$ cat src/rtl/mw_arith_seq_pkg.sv
// Shared encodings for the multi-word arithmetic sequencer: op codes, ALU control,
// flag bit positions and FSM states.
package mw_arith_seq_pkg;

    localparam logic [1:0] OP_ADD = 2'b00;
    localparam logic [1:0] OP_SUB = 2'b01;
    localparam logic [1:0] OP_ADC = 2'b10;
    localparam logic [1:0] OP_SBC = 2'b11;

    localparam logic [3:0] ALUC_ADC = 4'b0101;

    localparam int FLAG_N = 3;
    localparam int FLAG_Z = 2;
    localparam int FLAG_C = 1;
    localparam int FLAG_V = 0;

    typedef enum logic [1:0] {
        IDLE = 2'b00,
        RD   = 2'b01,
        EX   = 2'b10,
        FIN  = 2'b11
    } state_e;

    // Carry into the least significant word; SUB forms A + ~B + 1.
    function automatic logic first_cin(input logic [1:0] op, input logic cin_init);
        case (op)
            OP_ADD:  first_cin = 1'b0;
            OP_SUB:  first_cin = 1'b1;
            default: first_cin = cin_init;
        endcase
    endfunction

endpackage

$ cat src/rtl/mw_arith_seq.sv
// N-word ADD/SUB/ADC/SBC sequencer driving an external 32-bit ALU, one word per
// two cycles (read, then execute+writeback), least significant word first.
module mw_arith_seq
    import mw_arith_seq_pkg::*;
#(
    parameter int ADDR_W = 8,
    parameter int CNT_W  = 4
) (
    input  logic              CLK,
    input  logic              RESETn,
    input  logic              Start,
    input  logic [1:0]        Op,
    input  logic              Cin_init,
    input  logic [CNT_W-1:0]  NumWords,
    input  logic [ADDR_W-1:0] BaseA,
    input  logic [ADDR_W-1:0] BaseB,
    input  logic [ADDR_W-1:0] BaseD,
    output logic [ADDR_W-1:0] Rd_Addr_A,
    output logic [ADDR_W-1:0] Rd_Addr_B,
    input  logic [31:0]       Rd_Data_A,
    input  logic [31:0]       Rd_Data_B,
    output logic              Wr_En,
    output logic [ADDR_W-1:0] Wr_Addr,
    output logic [31:0]       Wr_Data,
    output logic [31:0]       ALU_SrcA,
    output logic [31:0]       ALU_SrcB,
    output logic [3:0]        ALU_Control,
    output logic              ALU_Cin,
    input  logic [31:0]       ALU_Result,
    input  logic [3:0]        ALU_Flags,
    output logic              Busy,
    output logic              Done,
    output logic [3:0]        Flags_out,
    output state_e            state_dbg
);

    state_e            state, state_next;
    logic [CNT_W-1:0]  idx;
    logic [CNT_W-1:0]  num_q;
    logic [ADDR_W-1:0] base_a_q, base_b_q, base_d_q;
    logic [1:0]        op_q;
    logic              carry_q;
    logic              zacc_q;
    logic [3:0]        flag_pend_q;
    logic              last_word;
    logic [3:0]        final_flags;

    assign last_word = (idx == num_q - CNT_W'(1));
    assign state_dbg = state;
    assign Busy      = (state != IDLE);

    always_comb begin
        final_flags         = '0;
        final_flags[FLAG_N] = ALU_Flags[FLAG_N];
        final_flags[FLAG_Z] = zacc_q & ALU_Flags[FLAG_Z];
        final_flags[FLAG_C] = ALU_Flags[FLAG_C];
        final_flags[FLAG_V] = ALU_Flags[FLAG_V];
    end

    always_comb begin
        state_next  = state;
        Rd_Addr_A   = '0;
        Rd_Addr_B   = '0;
        Wr_En       = 1'b0;
        Wr_Addr     = '0;
        Wr_Data     = '0;
        ALU_SrcA    = '0;
        ALU_SrcB    = '0;
        ALU_Control = '0;
        ALU_Cin     = 1'b0;
        Done        = 1'b0;
        case (state)
            IDLE: begin
                if (Start) state_next = (NumWords == '0) ? FIN : RD;
            end
            RD: begin
                Rd_Addr_A  = base_a_q + ADDR_W'(idx);
                Rd_Addr_B  = base_b_q + ADDR_W'(idx);
                state_next = EX;
            end
            EX: begin
                // Subtraction is A + ~B + carry; op bit 0 marks SUB/SBC.
                ALU_SrcA    = Rd_Data_A;
                ALU_SrcB    = op_q[0] ? ~Rd_Data_B : Rd_Data_B;
                ALU_Control = ALUC_ADC;
                ALU_Cin     = carry_q;
                Wr_En       = 1'b1;
                Wr_Addr     = base_d_q + ADDR_W'(idx);
                Wr_Data     = ALU_Result;
                state_next  = last_word ? FIN : RD;
            end
            FIN: begin
                Done       = 1'b1;
                state_next = IDLE;
            end
            default: state_next = IDLE;
        endcase
    end

    always_ff @(posedge CLK or negedge RESETn) begin
        if (!RESETn) begin
            state       <= IDLE;
            idx         <= '0;
            num_q       <= '0;
            base_a_q    <= '0;
            base_b_q    <= '0;
            base_d_q    <= '0;
            op_q        <= OP_ADD;
            carry_q     <= 1'b0;
            zacc_q      <= 1'b1;
            flag_pend_q <= '0;
            Flags_out   <= '0;
        end else begin
            state <= state_next;
            case (state)
                IDLE: begin
                    if (Start) begin
                        num_q    <= NumWords;
                        base_a_q <= BaseA;
                        base_b_q <= BaseB;
                        base_d_q <= BaseD;
                        op_q     <= Op;
                        idx      <= '0;
                        zacc_q   <= 1'b1;
                        // The carry register holds the first-word carry-in from the start.
                        carry_q  <= first_cin(Op, Cin_init);
                    end
                end
                EX: begin
                    carry_q <= ALU_Flags[FLAG_C];
                    zacc_q  <= zacc_q & ALU_Flags[FLAG_Z];
                    if (last_word) flag_pend_q <= final_flags;
                    else           idx         <= idx + CNT_W'(1);
                end
                FIN: begin
                    if (num_q != '0) Flags_out <= flag_pend_q;
                end
                default: ;
            endcase
        end
    end

endmodule

$ cat config.mk
export PLATFORM = sky130hd
export DESIGN_NAME = mw_arith_seq
export DESIGN_NICKNAME = d
export VERILOG_FILES = /design/src/rtl/mw_arith_seq_pkg.sv /design/src/rtl/mw_arith_seq.sv
export SDC_FILE = /design/constraint.sdc
export NUM_CORES = 1
export LEC_CHECK = 0
export CAP_MARGIN = 20
export CORE_UTILIZATION = 35
export DETAILED_ROUTE_END_ITERATION = 6
export MAX_ROUTING_LAYER = met4
export PLACE_DENSITY_LB_ADDON = 0.1
export SLEW_MARGIN = 20
export SYNTH_ARGS = -nofsm -noshare
export SYNTH_HDL_FRONTEND = slang
export SYNTH_SLANG_ARGS = --single-unit
$ cat constraint.sdc
create_clock -name CLK -period 2.1 [get_ports CLK]
set_input_delay 0.315 -clock CLK [delete_from_list [all_inputs] [get_ports CLK]]
set_output_delay 0.315 -clock CLK [all_outputs]
set_load 0.05 [all_outputs]
* Yosys cells after proc, flatten, opt, wreduce, memory -nomap -nowiden
Index checks and enable logic that the tools add are counted. W data, S select, Z words.
Word-level totals: register bits 45
Operators by class: add/sub/neg operators 5, mux-type cells 23, bitwise gates (word level) 2, equality and inequality tests 7, reductions and logical operators 11
Operators with widths (count):
- $mux W32 | 4
- $not A32 Y32 | 1
- $add A8 B4 Y8 | 3
- $mux W8 | 3
- $mux W4 | 2
- $pmux W2 S4 | 1
- $pmux W4 S2 | 1
- $reduce_and A2 Y1 | 4
- $mux W2 | 3
- $pmux W1 S2 | 3
- $mux W1 | 5
- $add A4 B1 Y4 const B | 1
- $eq A2 B1 Y1 const B | 2
- $eq A2 B2 Y1 const B | 2
- $eq A4 B4 Y1 | 1
- $logic_not A2 Y1 | 2
- $logic_not A4 Y1 | 1
- $ne A2 B2 Y1 const B | 2
- $reduce_bool A2 Y1 | 2
- $reduce_bool A4 Y1 | 1
- $sub A4 B1 Y4 const B | 1
- $mux W3 | 1
- $reduce_and A3 Y1 | 1
- $and A1 B1 Y1 | 1

* Logic depth before layout (Yosys ltp)
word-level depth 4, gate-level depth with buffers 8, gate-level depth less buffers 6

* Worst setup path before layout
Ideal clock, no wire load.
kind register -> output, start point register idx[0], end point output Wr_Addr[6], data required time 1785 ps, path slack -550 ps, cell stages (with the launch flop) 7, arrival 2335 ps, path buffers 0, cell sequence dfrtp_1 ha_1 fa_1 a21o_1 a21oi_1 o21ai_0 a21oi_1
On the way: cells in the longest elaborated chain, start to end 2
RTL lines:
- from (decl) | RTL line mw_arith_seq.sv:38 | logic [CNT_W-1:0] idx;
- from (signal assigned) | RTL line mw_arith_seq.sv:133 | else idx <= idx + CNT_W'(1);
- $add A8 B4 Y8 | RTL line mw_arith_seq.sv:88 | Wr_Addr = base_d_q + ADDR_W'(idx);
- $mux W8 | RTL line mw_arith_seq.sv:72 | case (state)
- to (decl) | RTL line mw_arith_seq.sv:23 | output logic [ADDR_W-1:0] Wr_Addr,
Every way passes these cells.

* Final worst setup path
start point register idx[2], end point output Wr_Addr[6]
The elaborated chain is that of the path after synthesis.

==> impl_results.html <==
<table>
<tr><th>Metric</th><th>Value</th></tr>
<tr><th colspan="2">STA</th></tr>
<tr><td>Transition time of the tightest slew-check pin</td><td>0.753 ns</td></tr>
<tr><td>WHS</td><td>0.0741 ns</td></tr>
<tr><td>Worst setup skew after layout</td><td>0.00964 ns</td></tr>
<tr><td>Number of setup violations in the final report</td><td>18</td></tr>
<tr><td>Final-report hold violation count</td><td>0</td></tr>
<tr><td>Period minus WS final</td><td>2.46 ns</td></tr>
<tr><td>Max_slew headroom</td><td>0.498</td></tr>
<tr><td>Unrepaired setup endpoints after global routing</td><td>yes</td></tr>
<tr><td>Upper clock frequency limit</td><td>0.407 GHz</td></tr>
<tr><td>Total count of max-transition violations in the final report</td><td>0</td></tr>
<tr><td>PnR worst setup slack</td><td>-0.357 ns</td></tr>
<tr><td>Final Cycle Share</td><td>1.17</td></tr>
<tr><th colspan="2">Logic synthesis</th></tr>
<tr><td>Complex-gate fraction of the synthesized area</td><td>0.0732</td></tr>
<tr><td>Post-Synthesis Cell Area</td><td>3670 um2</td></tr>
<tr><td>Sequential element share of the synthesized area</td><td>0.307</td></tr>
<tr><td>Mean cell area of the mapped netlist</td><td>7.93 um2</td></tr>
<tr><td>Warnings from Yosys</td><td>0</td></tr>
<tr><td>Post-synthesis cell type with the largest combined area</td><td>dfrtp_1</td></tr>
<tr><td>Post-synthesis adder-cell area fraction</td><td>0.0674</td></tr>
<tr><td>Mux contribution to synthesized area</td><td>0.0334</td></tr>
<tr><td>Number of synthesized flops with an enable pin</td><td>0</td></tr>
<tr><td>FFs w/ async S/R, synth</td><td>1.00</td></tr>
<tr><td>Predominant post-synthesis flop cell</td><td>dfrtp_1</td></tr>
<tr><td>Cell variety after synth</td><td>50</td></tr>
<tr><td>Top-area cell type share of the netlist area</td><td>0.300</td></tr>
<tr><td>Area fraction in and, or, nand and nor cells after synthesis</td><td>0.350</td></tr>
<tr><td>Post-synthesis sequential element count</td><td>45</td></tr>
<tr><td>Cell count after synthesis</td><td>463</td></tr>
<tr><td>Main area contributors after synthesis</td><td>dfrtp_1, and2_1, nand2_1</td></tr>
<tr><td>Parity-gate share of the synthesized area counting xor and xnor cells</td><td>0.116</td></tr>
<tr><td>Largest family of logic cells by synthesized area</td><td>simple AND/OR/NAND/NOR gates</td></tr>
<tr><th colspan="2">Hold path</th></tr>
<tr><td>Path category of the worst min-delay check</td><td>input port to asynchronous set/reset pin</td></tr>
<tr><th colspan="2">Routing</th></tr>
<tr><td>Drt wl/cell</td><td>17.0 um</td></tr>
<tr><td>DR pass1 iterations</td><td>4</td></tr>
<tr><td>Iter 0 DRT Violations</td><td>175</td></tr>
<tr><td>Via count</td><td>4201</td></tr>
<tr><td>Via count normalized by instance count</td><td>4.85</td></tr>
<tr><td>Total wire length</td><td>14700 um</td></tr>
<tr><td>Post-route DRC</td><td>0</td></tr>
<tr><td>DRT antenna net count</td><td>0</td></tr>
<tr><th colspan="2">Clocking</th></tr>
<tr><td>TritonCTS clock tree</td><td>built</td></tr>
<tr><td>Master cell of the clock root buffer</td><td>clkbuf_8</td></tr>
<tr><td>Worst-skew pair later-pin latency</td><td>0.30 ns</td></tr>
<tr><td>Number of buffers added to fix hold violations after cts</td><td>0</td></tr>
<tr><td>Clock slew at reported path FFs</td><td>0.08 ns</td></tr>
<tr><td>Maximum clock insertion buffer count</td><td>2</td></tr>
<tr><td>H-tree depth</td><td>2</td></tr>
<tr><td>Number of sinks driven by the clock tree</td><td>45</td></tr>
<tr><td>Cts bufs inserted</td><td>5</td></tr>
<tr><th colspan="2">Critical path</th></tr>
<tr><td>Cell with the largest stage delay on the worst path</td><td>dfrtp_2</td></tr>
<tr><td>Most common cell type on the critical path</td><td>a21oi_4</td></tr>
<tr><td>Worst path cell trace</td><td>ha_4, a21o_1, a21oi_4, or3_1, a21oi_4, buf_12</td></tr>
<tr><td>Crit path DAT</td><td>2.14 ns</td></tr>
<tr><td>Max FO, Critical Path</td><td>4</td></tr>
<tr><td>Type of the worst setup path</td><td>flop to output pin</td></tr>
<tr><td>Worst-case register-to-register setup slack</td><td>0.13 ns</td></tr>
<tr><td>Data required time of the worst path</td><td>1.78 ns</td></tr>
<tr><td>Delay contributed by the slowest stage of the critical path</td><td>0.50 ns</td></tr>
<tr><td>CP endpoint kind</td><td>output pin</td></tr>
<tr><td>Startpoint of the worst register-to-register path</td><td>num_q[0]</td></tr>
<tr><td>Dominant delay contributor by cell family on the critical path</td><td>flip-flops</td></tr>
<tr><td>Setup crit start</td><td>idx[2]</td></tr>
<tr><td>Kind of launch point of the worst setup path</td><td>flop</td></tr>
<tr><td>Count of buffering cells on the critical path with inverters included</td><td>1</td></tr>
<tr><th colspan="2">Die</th></tr>
<tr><td>I/O pins</td><td>268</td></tr>
<tr><td>Chip width</td><td>104 um</td></tr>
<tr><td>Die Y-Extent</td><td>104 um</td></tr>
<tr><td>Total Die Area</td><td>10900 um2</td></tr>
<tr><td>Number of standard-cell rows in the floorplan</td><td>37</td></tr>
<tr><td>Core area</td><td>10200 um2</td></tr>
<tr><td>Initial core utilization</td><td>0.359</td></tr>
<tr><th colspan="2">Pwr</th></tr>
<tr><td>Total design power</td><td>11800 uW</td></tr>
<tr><td>PD cells</td><td>1520 nW/um2</td></tr>
<tr><td>Worst voltage drop across the vdd grid</td><td>0.921 mV</td></tr>
<tr><td>Leakage dissipation</td><td>0.00334 uW</td></tr>
<tr><th colspan="2">Global routing</th></tr>
<tr><td>Via count of the first global-routing pass</td><td>4148</td></tr>
<tr><td>GRT Total Usage</td><td>0.261</td></tr>
<tr><td>Overall overflow remaining after global route</td><td>0</td></tr>
<tr><td>Antenna violations before repair</td><td>0</td></tr>
<tr><td>Global-route wire length before repair</td><td>21700 um</td></tr>
<tr><td>Pin count of the biggest net entering global routing</td><td>79</td></tr>
<tr><th colspan="2">Placement</th></tr>
<tr><td>Half-perimeter wire length after placement</td><td>11300 um</td></tr>
<tr><td>Count of input and output buffers</td><td>265</td></tr>
<tr><td>Pre-CTS setup slack</td><td>-0.105 ns</td></tr>
<tr><td>Last weighted congestion value of the routability-driven placer</td><td>0.839</td></tr>
<tr><th colspan="2">Finish</th></tr>
<tr><td>Core occupancy in the finished layout</td><td>0.759</td></tr>
<tr><td>Fill count</td><td>725</td></tr>
<tr><td>Layout Area Growth over Synthesis</td><td>112%</td></tr>
<tr><td>Diode insertion count for antenna repair</td><td>0</td></tr>
<tr><td>Nets</td><td>882</td></tr>
<tr><td>Share of cells above drive strength 1</td><td>0.440</td></tr>
<tr><th colspan="2">Status</th></tr>
<tr><td>Status</td><td>finished with violations</td></tr>
<tr><td>Violated checks</td><td>negative setup slack</td></tr>
<tr><th colspan="2">Flow run</th></tr>
<tr><td>Max Cap Violations</td><td>0</td></tr>
</table>
cell type report:
cell class | instances | area [um2] | share of cell area
clock buffer | 8 | 90.1 | 0.0116
inverter | 8 | 33.8 | 0.00435
sequential | 45 | 1130 | 0.146
multi-input combinational | 380 | 3020 | 0.388
timing repair buffer | 290 | 3330 | 0.428
tap | 136 | 170 | 0.0219
path summary, 6_finish.rpt:
kind / cells past startpoint / endpoint
worst max-delay path: 6 / Wr_Addr[6]
worst min register to register: 2 / op_q[0]
max in group asynchronous: 2 / flag_pend_q[1]
min in group CLK: 2 / op_q[0]
worst max register to register: 6 / flag_pend_q[1]
worst min-delay path: 1 / flag_pend_q[3]
Yosys cell counts, types with 2 or more instances:
| library cell | number |
|---|---|
| a21o_1 | 6 |
| and2_1 | 72 |
| a221oi_1 | 2 |
| xnor2_1 | 39 |
| nor3b_1 | 5 |
| buf_1 | 2 |
| a31oi_1 | 3 |
| clkbuf_1 | 14 |
| nand3b_1 | 3 |
| nand2b_1 | 4 |
| or2_2 | 2 |
| or3_1 | 3 |
| nand3_1 | 7 |
| fa_1 | 3 |
| mux2i_1 | 4 |
| dfrtp_1 | 44 |
| a21oi_1 | 10 |
| xor2_1 | 5 |
| o311ai_0 | 2 |
| o21ai_0 | 15 |
| inv_1 | 7 |
| buf_6 | 2 |
| nor4b_1 | 2 |
| nand2_1 | 101 |
| ha_1 | 15 |
| buf_2 | 8 |
| buf_4 | 5 |
| nor2_1 | 48 |
| mux2_2 | 6 |
| nor3_1 | 4 |
per-layer routing:
metal	track usage	wire length, um
met1	0.291	5680
met2	0.469	7810
met3	0.0614	1010
met4	0.0571	238
met5	-	0
metrics by stage:
step	area, um2	setup TNS, ns	std cells
6_report	7770	-4.06	867
5_1_grt	7770	-5.65	867
4_1_cts	7460	-4.33	863
3_5_place_dp	7210	-0.544	853
3_3_place_gp	7210	-0.339	853
2_1_floorplan	4050	-0.335	464
repair_timing:
item	4_1_cts	5_1_grt
endpoints found under the setup margin	42	34
pin swaps	16	22
resized for setup	29	56
cloned	0	1
buffers inserted	2	4
flip-flops by register name, indices dropped and copies added, names as in the netlist:
name,flops
num_q,4
op_q,1
state_dbg,2
zacc_q,1
carry_q,1
base_b_q,8
Flags_out,4
base_a_q,8
idx,4
flag_pend_q,4
base_d_q,8
report_power, final:
group	total (uW)	leakage, uW	internal, uW	switching [uW]
clock network	551	0.0000455	269	283
logic	9480	0.00275	4100	5380
registers	1780	0.000545	1280	500
kinds of logic (layout without fill, tap and decap cells):
group           Yosys count  in the layout
compound gates           43             43
xor+xnor                 46             46
other cells               1              2
simple gates            260            260
mux                      11             11
fa+ha+maj                18             18
flops                    45             45
buf+inv                  39            306
cell usage in the layout (no fill, tap or decap), types with 4 or more instances in the layout:
cell type / instances
dfrtp_2: 5
nand2_1: 101
nor3_1: 4
o21ai_2: 4
clkbuf_8: 6
ha_4: 8
inv_1: 7
nor3b_1: 4
xnor2_1: 37
and2_1: 12
a21oi_4: 8
a21o_1: 6
ha_1: 6
and2_4: 4
buf_12: 53
buf_4: 68
and2_2: 56
nand3_1: 4
dfrtp_1: 39
nor2_4: 22
clkdlybuf4s50_1: 138
nand2b_1: 4
nor2_1: 8
o21ai_0: 9
buf_6: 26
mux2_2: 6
nor2_2: 18
Power figures use the tool's default switching activity.
